--- src/rtl/riscv_load_wb_queue_if.sv ---
// Load write-back queue bus bundle.
//   issue_*  : LSU side, one entry per load sent to data memory
//   resp_*   : data-memory read return, in order, one per issue
//   *_b_o    : register-file write port W2
//   pending_o/err_o/spurious_o/empty_o : status toward decode / debug
// slave modport is the queue itself; master modport is whoever drives it.
interface riscv_load_wb_queue_if #(
    parameter int ADDR_WIDTH = 5,
    parameter int DATA_WIDTH = 32
);
    localparam int NUM_WORDS = 2 ** ADDR_WIDTH;

    logic                  issue_valid_i;
    logic                  issue_ready_o;
    logic [ADDR_WIDTH-1:0] issue_rd_i;
    logic [1:0]            issue_size_i;
    logic                  issue_sign_i;
    logic [1:0]            issue_offset_i;
    logic                  resp_valid_i;
    logic [DATA_WIDTH-1:0] resp_rdata_i;
    logic                  resp_err_i;
    logic                  we_b_o;
    logic [ADDR_WIDTH-1:0] waddr_b_o;
    logic [DATA_WIDTH-1:0] wdata_b_o;
    logic [NUM_WORDS-1:0]  pending_o;
    logic                  err_o;
    logic                  spurious_o;
    logic                  empty_o;

    modport slave (
        input  issue_valid_i, issue_rd_i, issue_size_i, issue_sign_i, issue_offset_i,
        input  resp_valid_i, resp_rdata_i, resp_err_i,
        output issue_ready_o, we_b_o, waddr_b_o, wdata_b_o,
        output pending_o, err_o, spurious_o, empty_o
    );

    modport master (
        output issue_valid_i, issue_rd_i, issue_size_i, issue_sign_i, issue_offset_i,
        output resp_valid_i, resp_rdata_i, resp_err_i,
        input  issue_ready_o, we_b_o, waddr_b_o, wdata_b_o,
        input  pending_o, err_o, spurious_o, empty_o
    );
endinterface

--- src/rtl/riscv_load_wb_queue.sv ---
// Outstanding-load tracker between LSU issue and data return.
// Each issued load stores {rd, size, sign, offset}; the in-order response pops
// the head, aligns/extends the word and writes it through port W2 one cycle
// later. pending_o flags every register targeted by a queued load so decode
// can stall on load-use hazards.
// Ports: clk, rst_n (sync, active low), bus (riscv_load_wb_queue_if.slave).
module riscv_load_wb_queue #(
    parameter int ADDR_WIDTH = 5,
    parameter int DATA_WIDTH = 32,
    parameter int DEPTH      = 2
) (
    input  logic clk,
    input  logic rst_n,
    riscv_load_wb_queue_if.slave bus
);
    localparam int NUM_WORDS = 2 ** ADDR_WIDTH;
    localparam int PTR_W     = (DEPTH > 1) ? $clog2(DEPTH) : 1;
    localparam int CNT_W     = $clog2(DEPTH + 1);

    typedef struct packed {
        logic [ADDR_WIDTH-1:0] rd;
        logic [1:0]            size;
        logic                  sign;
        logic [1:0]            offset;
    } entry_t;

    entry_t                q [DEPTH];
    logic [DEPTH-1:0]      vld;
    logic [PTR_W-1:0]      wr_ptr, rd_ptr;
    logic [CNT_W-1:0]      count;
    logic                  ready, push, pop;
    entry_t                head, new_entry;
    logic [DATA_WIDTH-1:0] sh, ext;
    logic [15:0]           half;
    logic [NUM_WORDS-1:0]  pend;

    logic                  we_q, err_q, spur_q;
    logic [ADDR_WIDTH-1:0] waddr_q;
    logic [DATA_WIDTH-1:0] wdata_q;

    assign ready     = (count < CNT_W'(DEPTH));
    assign push      = bus.issue_valid_i && ready;
    assign pop       = bus.resp_valid_i && (count != '0);
    assign head      = q[rd_ptr];
    assign new_entry = '{rd: bus.issue_rd_i, size: bus.issue_size_i,
                         sign: bus.issue_sign_i, offset: bus.issue_offset_i};

    // Byte lane select by shifting the word down by 8*offset.
    always_comb begin
        sh   = bus.resp_rdata_i >> {head.offset, 3'b000};
        half = head.offset[1] ? bus.resp_rdata_i[31:16] : bus.resp_rdata_i[15:0];
        case (head.size)
            2'b00:   ext = {{24{head.sign & sh[7]}}, sh[7:0]};
            2'b01:   ext = {{16{head.sign & half[15]}}, half};
            default: ext = bus.resp_rdata_i;
        endcase
    end

    // Pending mask from live entries; x0 never needs a stall.
    always_comb begin
        pend = '0;
        for (int i = 0; i < DEPTH; i++)
            if (vld[i]) pend[q[i].rd] = 1'b1;
        pend[0] = 1'b0;
    end

    // Entry payload needs no reset: vld gates every use.
    always_ff @(posedge clk) begin
        if (push) q[wr_ptr] <= new_entry;
    end

    always_ff @(posedge clk) begin
        if (!rst_n) begin
            count   <= '0;
            wr_ptr  <= '0;
            rd_ptr  <= '0;
            vld     <= '0;
            we_q    <= 1'b0;
            err_q   <= 1'b0;
            spur_q  <= 1'b0;
            waddr_q <= '0;
            wdata_q <= '0;
        end else begin
            we_q   <= 1'b0;
            err_q  <= 1'b0;
            spur_q <= bus.resp_valid_i && (count == '0);
            // wr_ptr == rd_ptr only when empty (no pop) or full (no push),
            // so the two vld updates never hit the same slot.
            if (push) begin
                wr_ptr      <= wr_ptr + 1'b1;
                vld[wr_ptr] <= 1'b1;
            end
            if (pop) begin
                rd_ptr      <= rd_ptr + 1'b1;
                vld[rd_ptr] <= 1'b0;
                if (bus.resp_err_i) begin
                    err_q   <= 1'b1;
                    waddr_q <= head.rd;
                end else if (head.rd != '0) begin
                    we_q    <= 1'b1;
                    waddr_q <= head.rd;
                    wdata_q <= ext;
                end
            end
            case ({push, pop})
                2'b10:   count <= count + 1'b1;
                2'b01:   count <= count - 1'b1;
                default: count <= count;
            endcase
        end
    end

    assign bus.issue_ready_o = ready;
    assign bus.empty_o       = (count == '0);
    assign bus.pending_o     = pend;
    assign bus.we_b_o        = we_q;
    assign bus.waddr_b_o     = waddr_q;
    assign bus.wdata_b_o     = wdata_q;
    assign bus.err_o         = err_q;
    assign bus.spurious_o    = spur_q;
endmodule
--- src/flat_wrapper.sv ---
// flat-port wrapper written by rule: the top's interface ports become plain ports
module riscv_load_wb_queue_flat 
#(
    parameter int ADDR_WIDTH = 5,
    parameter int DATA_WIDTH = 32,
    parameter int DEPTH      = 2
)
  (clk, rst_n, bus_issue_valid_i, bus_issue_rd_i, bus_issue_size_i, bus_issue_sign_i, bus_issue_offset_i, bus_resp_valid_i, bus_resp_rdata_i, bus_resp_err_i, bus_issue_ready_o, bus_we_b_o, bus_waddr_b_o, bus_wdata_b_o, bus_pending_o, bus_err_o, bus_spurious_o, bus_empty_o);
  riscv_load_wb_queue_if #(.ADDR_WIDTH(ADDR_WIDTH), .DATA_WIDTH(DATA_WIDTH)) bus_i ();
  input  logic clk;
  input  logic rst_n;
  input wire logic [$bits(bus_i.issue_valid_i)-1:0] bus_issue_valid_i;
  input wire logic [$bits(bus_i.issue_rd_i)-1:0] bus_issue_rd_i;
  input wire logic [$bits(bus_i.issue_size_i)-1:0] bus_issue_size_i;
  input wire logic [$bits(bus_i.issue_sign_i)-1:0] bus_issue_sign_i;
  input wire logic [$bits(bus_i.issue_offset_i)-1:0] bus_issue_offset_i;
  input wire logic [$bits(bus_i.resp_valid_i)-1:0] bus_resp_valid_i;
  input wire logic [$bits(bus_i.resp_rdata_i)-1:0] bus_resp_rdata_i;
  input wire logic [$bits(bus_i.resp_err_i)-1:0] bus_resp_err_i;
  output wire logic [$bits(bus_i.issue_ready_o)-1:0] bus_issue_ready_o;
  output wire logic [$bits(bus_i.we_b_o)-1:0] bus_we_b_o;
  output wire logic [$bits(bus_i.waddr_b_o)-1:0] bus_waddr_b_o;
  output wire logic [$bits(bus_i.wdata_b_o)-1:0] bus_wdata_b_o;
  output wire logic [$bits(bus_i.pending_o)-1:0] bus_pending_o;
  output wire logic [$bits(bus_i.err_o)-1:0] bus_err_o;
  output wire logic [$bits(bus_i.spurious_o)-1:0] bus_spurious_o;
  output wire logic [$bits(bus_i.empty_o)-1:0] bus_empty_o;
  assign bus_i.issue_valid_i = bus_issue_valid_i;
  assign bus_i.issue_rd_i = bus_issue_rd_i;
  assign bus_i.issue_size_i = bus_issue_size_i;
  assign bus_i.issue_sign_i = bus_issue_sign_i;
  assign bus_i.issue_offset_i = bus_issue_offset_i;
  assign bus_i.resp_valid_i = bus_resp_valid_i;
  assign bus_i.resp_rdata_i = bus_resp_rdata_i;
  assign bus_i.resp_err_i = bus_resp_err_i;
  assign bus_issue_ready_o = bus_i.issue_ready_o;
  assign bus_we_b_o = bus_i.we_b_o;
  assign bus_waddr_b_o = bus_i.waddr_b_o;
  assign bus_wdata_b_o = bus_i.wdata_b_o;
  assign bus_pending_o = bus_i.pending_o;
  assign bus_err_o = bus_i.err_o;
  assign bus_spurious_o = bus_i.spurious_o;
  assign bus_empty_o = bus_i.empty_o;
  riscv_load_wb_queue #(.ADDR_WIDTH(ADDR_WIDTH), .DATA_WIDTH(DATA_WIDTH), .DEPTH(DEPTH)) u_core (.clk(clk), .rst_n(rst_n), .bus(bus_i));
endmodule
--- config.mk ---
export PLATFORM = sky130hd
export DESIGN_NAME = riscv_load_wb_queue_flat
export DESIGN_NICKNAME = d
export VERILOG_FILES = /design/src/rtl/riscv_load_wb_queue_if.sv /design/src/rtl/riscv_load_wb_queue.sv /design/src/flat_wrapper.sv
export SDC_FILE = /design/constraint.sdc
export NUM_CORES = 1
export LEC_CHECK = 0
export BUFFER_PORTS_ARGS = -buffer_cell sky130_fd_sc_hd__buf_2
export CAP_MARGIN = 20
export CORE_MARGIN = 2
export CORE_UTILIZATION = 32
export CTS_BUF_LIST = sky130_fd_sc_hd__clkbuf_4
export DETAILED_ROUTE_END_ITERATION = 16
export SKIP_LAST_GASP = 1
export SLEW_MARGIN = 20
export SYNTH_ARGS = -nofsm -noshare
export SYNTH_HDL_FRONTEND = slang
export SYNTH_SLANG_ARGS = --single-unit
--- constraint.sdc ---
create_clock -name clk -period 3.1 [get_ports clk]
set_input_delay 0.62 -clock clk [delete_from_list [all_inputs] [get_ports clk]]
set_output_delay 0.62 -clock clk [all_outputs]
set_load 0.02 [all_outputs]
==> results of run 1 <==
-- stage by stage --
| step | util (%) | power [mW] | instance area (sq um) |
|---|---|---|---|
| final | 40.25 | 3.130 | 4305 |
| after global routing | 40.25 | 3.336 | 4305 |
| after CTS | 40.19 | 3.144 | 4299 |
| after detailed placement | 38.95 | 2.575 | 4167 |
| after global placement | 38.95 | 2.555 | 4167 |
| after floorplan | - | 2.201 | 3477 |
-- synth_stat cells, types with 2 or more instances --
master	instances	area [sq um]
nand2_1	20	75.07
buf_2	4	20.02
and3_1	3	18.77
clkbuf_1	20	75.07
or3_1	3	18.77
buf_6	4	45.04
mux2_2	16	180.2
a32oi_1	7	61.31
a22oi_1	9	67.56
nor3_1	2	10.01
mux2i_1	7	70.07
inv_1	4	15.01
edfxtp_1	20	600.6
nand3b_1	12	90.09
or3b_2	7	61.31
xor2_1	3	26.28
nand3_1	5	25.02
a21oi_1	41	205.2
a311oi_1	36	315.3
nor2_1	10	37.54
o21ai_0	10	50.05
o22ai_1	32	200.2
dfxtp_1	47	940.9
-- placed cells by master (no fill, tap or decap), drive strengths merged, types with 2 or more instances in the layout --
| cell | synthesis | routed |
|---|---|---|
| or3 | 4 | 4 |
| o21ai | 11 | 11 |
| edfxtp | 20 | 20 |
| mux2i | 8 | 8 |
| nor2 | 10 | 10 |
| xor2 | 3 | 3 |
| nor3 | 2 | 2 |
| a32oi | 7 | 7 |
| a21oi | 42 | 42 |
| mux2 | 17 | 17 |
| a311oi | 37 | 37 |
| dfxtp | 47 | 47 |
| o22ai | 32 | 32 |
| nand3b | 12 | 12 |
| clkinv | 1 | 3 |
| nand2 | 21 | 21 |
| or3b | 8 | 8 |
| a22oi | 9 | 9 |
| and3 | 3 | 3 |
| buf | 9 | 126 |
| nand3 | 5 | 5 |
| inv | 4 | 7 |
| clkbuf | 20 | 9 |
-- worst max-delay path by stage --
stage,slack [ps],startpoint,endpoint,depth (start not counted)
after floorplan,1000,bus_resp_valid_i,u_core.count[1],6
after CTS,460,register,u_core.bus.wdata_b_o[3],4
final,540,register,u_core.bus.wdata_b_o[8],4
after global routing,310,register,u_core.bus.wdata_b_o[8],4
after detailed placement,490,register,u_core.bus.wdata_b_o[6],4
after global placement,600,register,u_core.bus.wdata_b_o[12],4
-- layout make-up --
class,instances,area [sq um]
Fill cell,1078,6392
Clock inverter,7,65.06
Timing Repair Buffer,126,648.1
Sequential cell,67,1541
Clock buffer,9,67.56
Inverter,5,18.77
Multi-Input combinational cell,246,1789
Tap cell,140,175.2
-- sequential cells by signal (all words and copies together) (netlist names), 2 cells and up, named ones only --
register and flops:
u_core.count 2, u_core.bus.wdata_b_o 32, u_core.bus.waddr_b_o 5, u_core.q 20
u_core.vld 2
-- where the power goes --
part / switching, mW / leakage [nW] / internal [mW]
combinational: 0.781 / 1.04 / 0.508
clock: 0.321 / 0.0744 / 0.243
sequential: 0.178 / 0.571 / 1.10
-- metal layers --
layer  vias to the layer above  GRT usage, %  share of wire (%)
met1                      1647         24.31                 44
met3                        14         3.376                5.6
met5                         -             0                  0
met4                         0         5.495                1.6
met2                       140         28.53                 49
li1                       1611             -                  -
-- worst register-to-register path, delay by kind of cell (launching register included) --
family	cells	cell delay (ps)
multiplexers	2	990
AO/OA/AOI/OAI	1	170
AND/OR/NAND/NOR	1	400
flip-flops	1	860
-- cells by family (layout without fill, tap and decap cells) --
family	Yosys count	in the layout
AND/OR/NAND/NOR	69	69
multiplexers	26	26
other	1	1
AO/OA/AOI/OAI	145	145
buffers and inverters	34	147
adder cells (fa/ha/maj)	1	1
XOR/XNOR	4	4
flip-flops	67	67
==> flow_summary_export.csv, run 1 <==
group,metric,value,unit
global_routing,antenna_found_initial,0,
setup_path,reg2regPathDepth,4,
die,die_h,108.2,um
synthesis,synthDistinctLibCells,48,
placed_design,dp_hpwl,7.491,mm
cts,cts_buffers,9,
timing,setup_ws,535.6,ps
setup_path,critPathSlowestCell,"dfxtp_1",
synthesis,synth_flop_cell,"dfxtp_1",
layout,nets,503,
min_path,holdCritStartpoint,"bus_issue_rd_i[3]",
timing,fin_skew,19.97,ps
timing,period_share,82.72,%
layout,fin_cells,600,
route,drt_first_iter_violations,251,
placed_design,gp_congestion,0.8859,
route,avgViaCountPerCell,5.687,
setup_path,worstSetupEndpointType,"register",
die,die_area,11720,sq um
synthesis,synth_compound_area_share,29.15,%
min_path,min_path_type,"in -> reg",
timing,slew_violations,0,
layout,antenna_cells,0,
cts,cts_setup_buffers,0,
placed_design,dp_cells,584,
global_routing,grt_first_pass_wirelength,16.19,mm
route,totalWireLength,10.69,mm
die,initial_utilization,32.50,%
setup_path,max_stage_delay,860,ps
die,num_rows,38,
synthesis,synth_seq_cells,67,
route,vias,3412,
cts,clock-sinks,67,
cts,cts_tree,"yes",
global_routing,grt_start_max_net_pins,36,
cts,cts.htree.levels,3,
synthesis,synth_cells,347,
route,wire_per_inst,17.82,um
outcome,outcome,"finished, final reports clean",
synthesis,avgSynthCellArea,10.02,sq um
die,core_area,10700,sq um
setup_path,critPathTopFamily,"multiplexers",
synthesis,synth-edff-count,20,
timing,tightestPinTransition,793.7,ps
timing,slew_headroom,47.02,%
die,die_w,108.2,um
setup_path,critPathKind,"reg -> reg",
flow_run,maxCapViolCount,0,
route,ant_nets,0,
timing,finalSetupViolations,0,
placed_design,io_buffers,119,
synthesis,synth-simple-area-share,11.34,%
setup_path,startpoint_type,"register",
setup_path,r2r-end,"u_core.bus.wdata_b_o[8]",
synthesis,ys.warnings.count,0,
cts,clock_latency,410,ps
timing,rsz0062_at_grt,"no",
cts,postCtsHoldBufs,0,
timing,timing.hold.ws,391.8,ps
global_routing,grt_overflow,0,
synthesis,synth_top_family_by_area,"compound AO/OA/AOI/OAI gates",
timing,period_minus_slack,2564,ps
setup_path,reg2reg_slack,540,ps
route,drc,0,
setup_path,crit_chain,"mux2i_1 > mux4_2 > nand2_2 > a311oi_1",
min_path,hold_depth,1,
synthesis,synthMuxAreaShare,8.924,%
min_path,holdPathEnd,"u_core.q[0][8]",
synthesis,async_flop_share,0,%
cts,clock_path_buffers,2,
synthesis,synth-adder-area-share,0.3598,%
setup_path,worstPathArrival,2820,ps
timing,max_freq,0.3899,GHz
timing,hold_violations,0,
power_and_ir_drop,p_leak,1.690,nW
synthesis,yosys.area_share.xor_xnor,1.008,%
power_and_ir_drop,peakVddDrop,0.2540,mV
placed_design,pre_cts_slack,492.1,ps
die,ios,121,
timing,tns,0,ps
cts,cts_root_buffer,"clkbuf_4",
synthesis,synth_seq_area_share,44.33,%
layout,synthToLayoutAreaGrowth,23.82,%
layout,layout-drive-gt1-share,38.70,%
synthesis,syn_area,3477,sq um
setup_path,cp_max_fo,24,
power_and_ir_drop,power.density,727.0,nW/um^2
route,drt_pass1_iterations,4,
setup_path,worst-path-buf-inv,0,
cts,cts-resized-gates,0,
global_routing,track_usage,17.80,%
synthesis,synth_fp_nets,395,
setup_path,required,3350,ps
global_routing,grt_pass1_vias,3065,
cts,clk_pin_slew,110,ps
Note: power is estimated with default switching activity, not from simulation.
==> inputs of run 2 (changes only) <==
Clock period 3.1 ns to 2.17 ns, I/O delays scaled along.
==> flow_summary_export.csv, run 2 (same netlist as run 1, synthesis figures left out) <==
group,metric,value,unit
die,num_rows,38,
route,vias,3600,
route,drc,0,
placed_design,io_buffers,119,
die,ios,121,
setup_path,worstSetupEndpointType,"primary output",
cts,clock_path_buffers,2,
setup_path,required,1740,ps
route,avgViaCountPerCell,5.651,
timing,period_share,102.5,%
power_and_ir_drop,total_power,4.885,mW
layout,layout-drive-gt1-share,46.28,%
timing,hold_violations,0,
min_path,holdCritStartpoint,"bus_issue_rd_i[0]",
layout,largest_reg_flops,32,
power_and_ir_drop,seqPwrFrac,36.6,%
timing,max_freq,0.4497,GHz
setup_path,cp_max_fo,6,
timing,setup_ws,-53.70,ps
cts,cts.htree.levels,3,
global_routing,grt_pass1_vias,3203,
timing,tns,-105.6,ps
route,totalWireLength,11.31,mm
die,die_w,108.2,um
power_and_ir_drop,p_leak,1.916,nW
setup_path,crit_path_start,"u_core.q[0][9]",
flow_run,maxCapViolCount,0,
power_and_ir_drop,clockPowerShare,19.7,%
min_path,min_path_type,"in -> reg",
placed_design,dp_cells,599,
global_routing,grt_start_max_net_pins,36,
timing,rsz0062_at_grt,"yes",
route,drt_pass1_iterations,5,
die,die_h,108.2,um
layout,nets,540,
global_routing,grt_first_pass_wirelength,16.58,mm
power_and_ir_drop,power.density,1014,nW/um^2
global_routing,track_usage,18.05,%
timing,slew_headroom,54.14,%
cts,cts_root_buffer,"clkbuf_4",
global_routing,grt_overflow,0,
placed_design,gp_congestion,0.8498,
placed_design,pre_cts_slack,-54.98,ps
setup_path,critPathKind,"reg -> out",
route,wire_per_inst,17.75,um
timing,fin_skew,23.38,ps
outcome,violations,"negative setup slack",
power_and_ir_drop,peakVddDrop,0.3610,mV
layout,antenna_cells,0,
layout,fin_cells,637,
layout,final_common_cell,"buf_2",
outcome,outcome,"complete, but fails checks",
cts,cts_tree,"yes",
layout,multi_input_area,1882,sq um
setup_path,reg2reg_from,"u_core.q[0][5]",
cts,clk_pin_slew,130,ps
die,die_area,11720,sq um
power_and_ir_drop,switching_share,39.36,%
timing,finalSetupViolations,4,
cts,clock-sinks,67,
route,ant_nets,0,
timing,period_minus_slack,2224,ps
die,core_area,10700,sq um
die,initial_utilization,32.50,%
power_and_ir_drop,combPwrFrac,43.6,%
timing,tightestPinTransition,685.7,ps
power_and_ir_drop,p_sw,1.923,mW
layout,final-seq-area,1543,sq um
cts,clock_latency,420,ps
layout,synthToLayoutAreaGrowth,38.61,%
global_routing,antenna_found_initial,0,
cts,cts_buffers,9,
placed_design,dp_hpwl,7.724,mm
timing,slew_violations,0,
layout,fillCellCount,1034,
route,drt_first_iter_violations,233,
setup_path,worstPathArrival,1790,ps
setup_path,startpoint_type,"register",
layout,final_cell_mix,"buf_2 (95), buf_4 (60), dfxtp_1 (46)",
power_and_ir_drop,p_int,2.962,mW
## run 2: changes by cell type in the layout (fill, tap and decap cells not counted), moves of 6 or more
cell / delta
buf_2: -24
buf_4: +53
buf_6: +6
o22ai_1: -8
o22ai_2: +8
or3b_2: -6
or3b_4: +6
## run 2: power by group through the flow
stage          clock, mW  sequential, mW  combinational, mW
2_1_floorplan          0            1.91               1.23
3_3_place_gp           0            1.82               1.93
3_5_place_dp           0            1.83               1.95
4_1_cts            0.986            1.78               2.06
5_1_grt             1.04            1.82               2.31
6_report           0.964            1.79               2.13
## run 2: cell type report
type	count	area share (%)
repair buffers	163	21.44
clock inverters	7	2.077
clock buffers	9	1.402
inverters	5	0.3894
multi-input cells	246	39.04
well taps	140	3.634
flip-flops and latches	67	32.01
## run 2: what timing repair did
| action | 4_1_cts | 5_1_grt |
|---|---|---|
| buffers inserted | 16 | 6 |
| pin swaps | 2 | 6 |
| hold buffers | 0 | 0 |
| endpoints found under the setup margin | 38 | 44 |
| gates resized for setup | 15 | 36 |
## run 2: through the flow
stage | cell area [sq um] | util, % | hold WS (ps)
after floorplan | 3477 | - | 445.2
after detailed placement | 4304 | 40.23 | 490.1
after CTS | 4641 | 43.38 | 179.7
after global routing | 4820 | 45.05 | 178.8
final | 4820 | 45.05 | 203.0
after global placement | 4304 | 40.23 | 470.1
## run 2: per-layer routing
layer  GRT usage [%]  wire [um]
met1           25.21       4964
met2           27.72       5394
met3           3.376        705
met4           6.777        244
met5               0          0
## run 2: path summary, 6_finish.rpt
| kind | to | slack (ps) | cells after the start |
|---|---|---|---|
| hold / removal | u_core.q[1][5] | 200 | 1 |
| hold reg to reg | u_core.bus.waddr_b_o[3] | 530 | 2 |
| setup / recovery | bus_pending_o[7] | -50 | 3 |
| setup reg to reg | u_core.bus.wdata_b_o[17] | 150 | 8 |
## run 2: worst max-delay path: stages (launching register included)
cell	delay [ps]
edfxtp_1	510
or3b_4	480
o22ai_1	210
buf_4	180
==> inputs of run 3 (changes only) <==
Settings changed: SKIP_LAST_GASP 1 to unset.
Clock period 2.17 ns to 2 ns, I/O delays scaled along.
==> flow_summary_export.csv, run 3 (same netlist as run 1, synthesis figures left out) <==
group,metric,value,unit
outcome,outcome,"complete, but fails checks",
outcome,violations,"negative setup slack",
timing,timing.hold.ws,167.2,ps
timing,fin_skew,22.68,ps
timing,setup_ws,-223.7,ps
timing,period_share,111.2,%
setup_path,critPathKind,"reg -> out",
setup_path,cp_max_fo,5,
setup_path,r2r-end,"u_core.bus.wdata_b_o[29]",
cts,clock-sinks,67,
route,vias,3811,
cts,postCtsHoldBufs,0,
layout,largest_reg_flops,32,
route,drc,0,
layout,finish.utilization,51.68,%
min_path,min_path_type,"in -> reg",
timing,finalSetupViolations,31,
power_and_ir_drop,switching_share,39.45,%
power_and_ir_drop,p_sw,2.315,mW
placed_design,pre_cts_slack,-262.3,ps
cts,cts_root_buffer,"clkbuf_4",
power_and_ir_drop,seqPwrFrac,33.3,%
cts,cts.htree.levels,3,
power_and_ir_drop,combPwrFrac,46.8,%
die,die_h,108.2,um
route,wire_per_inst,19.72,um
timing,rsz0062_at_grt,"yes",
timing,tightestPinTransition,582.0,ps
layout,synthToLayoutAreaGrowth,59.01,%
placed_design,io_buffers,119,
cts,clk_pin_slew,120,ps
power_and_ir_drop,power.density,1061,nW/um^2
timing,max_freq,0.4497,GHz
cts,cts_buffers,9,
die,num_rows,38,
layout,layout-drive-gt1-share,55.85,%
setup_path,startpoint_type,"register",
layout,nets,564,
global_routing,grt_start_max_net_pins,34,
layout,final_area,5529,sq um
setup_path,reg2regPathDepth,8,
global_routing,grt_overflow,0,
global_routing,antenna_found_initial,0,
layout,final_common_cell,"buf_2",
setup_path,crit_end,"bus_pending_o[27]",
timing,hold_violations,0,
setup_path,worstSetupEndpointType,"primary output",
cts,clock_latency,420,ps
die,ios,121,
power_and_ir_drop,peakVddDrop,0.6199,mV
global_routing,grt_pass1_vias,3468,
placed_design,placement.cell_area,4404,sq um
timing,slew_headroom,61.20,%
cts,cts_tree,"yes",
die,die_w,108.2,um
timing,period_minus_slack,2224,ps
layout,antenna_cells,0,
placed_design,dp_hpwl,7.758,mm
die,initial_utilization,32.50,%
route,ant_nets,0,
route,drt_first_iter_violations,309,
power_and_ir_drop,p_int,3.552,mW
setup_path,crit_path_start,"u_core.q[0][9]",
setup_path,worstPathArrival,1820,ps
layout,final_cell_mix,"buf_2 (88), buf_4 (55), dfxtp_1 (46)",
global_routing,track_usage,19.78,%
placed_design,gp_congestion,0.8166,
setup_path,reg2reg_slack,50,ps
flow_run,maxCapViolCount,0,
power_and_ir_drop,clockPowerShare,19.9,%
die,die_area,11720,sq um
global_routing,grt_first_pass_wirelength,17.99,mm
route,drt_pass1_iterations,5,
setup_path,required,1600,ps
route,avgViaCountPerCell,5.766,
timing,slew_violations,0,
route,totalWireLength,13.03,mm
setup_path,reg2reg_from,"u_core.q[1][8]",
power_and_ir_drop,p_leak,2.122,nW
layout,fillCellCount,901,
die,core_area,10700,sq um
cts,clock_path_buffers,2,
==> run 3: area by class of cell <==
type                    count  area, sq um  area share, %
multi-input cells         246         2200          39.78
inverters                   5        18.77         0.3394
clock inverters             7        116.4          2.105
repair buffers            187         1406          25.44
flip-flops and latches     67         1545          27.95
clock buffers               9        67.56          1.222
well taps                 140        175.2          3.168
==> run 3: power by group through the flow <==
stage	logic [mW]	clock network [mW]	registers (mW)
6_report	2.74	1.17	1.95
5_1_grt	2.94	1.24	1.98
4_1_cts	2.44	1.17	1.92
3_5_place_dp	2.22	0	1.96
3_3_place_gp	2.19	0	1.95
2_1_floorplan	1.33	0	2.08
==> run 3: stage by stage <==
stage | cells | total power [mW] | setup TNS (ps)
final | 661 | 5.867 | -4529
after global routing | 661 | 6.168 | -6968
after CTS | 649 | 5.531 | -2221
after detailed placement | 609 | 4.178 | -4561
after global placement | 609 | 4.146 | -2905
after floorplan | 347 | 3.411 | 0
==> run 3: routing by layer <==
| metal | up-vias | GRT usage (%) | part of all wire [%] |
|---|---|---|---|
| li1 | 1730 | - | - |
| met3 | 35 | 3.737 | 6.7 |
| met2 | 184 | 31.00 | 48 |
| met5 | - | 0 | 0 |
| met1 | 1862 | 26.68 | 42 |
| met4 | 0 | 8.425 | 2.8 |
==> run 3: worst min path at each step <==
stage	depth (start not counted)	slack (ps)	to	start
after CTS	1	160	u_core.q[1][7]	bus_issue_rd_i[2]
after floorplan	1	450	u_core.vld[1]	u_core.rd_ptr
after detailed placement	1	480	u_core.vld[1]	u_core.rd_ptr
after global placement	1	460	u_core.vld[1]	u_core.rd_ptr
final	1	170	u_core.q[0][8]	bus_issue_rd_i[3]
after global routing	1	140	u_core.q[1][7]	bus_issue_rd_i[2]
==> run 3: repair_timing <==
item | CTS | global route
pin swaps | 18 | 16
setup endpoints to repair | 63 | 68
resized for setup | 83 | 60
gates cloned | 0 | 1
setup buffers | 24 | 15
==> run 3: worst max-delay path, cell delays in order, from the launching register on <==
cell	delay [ps]
edfxtp_1	490
buf_6	150
buf_4	130
nand3b_1	210
o22ai_1	260
buf_4	180
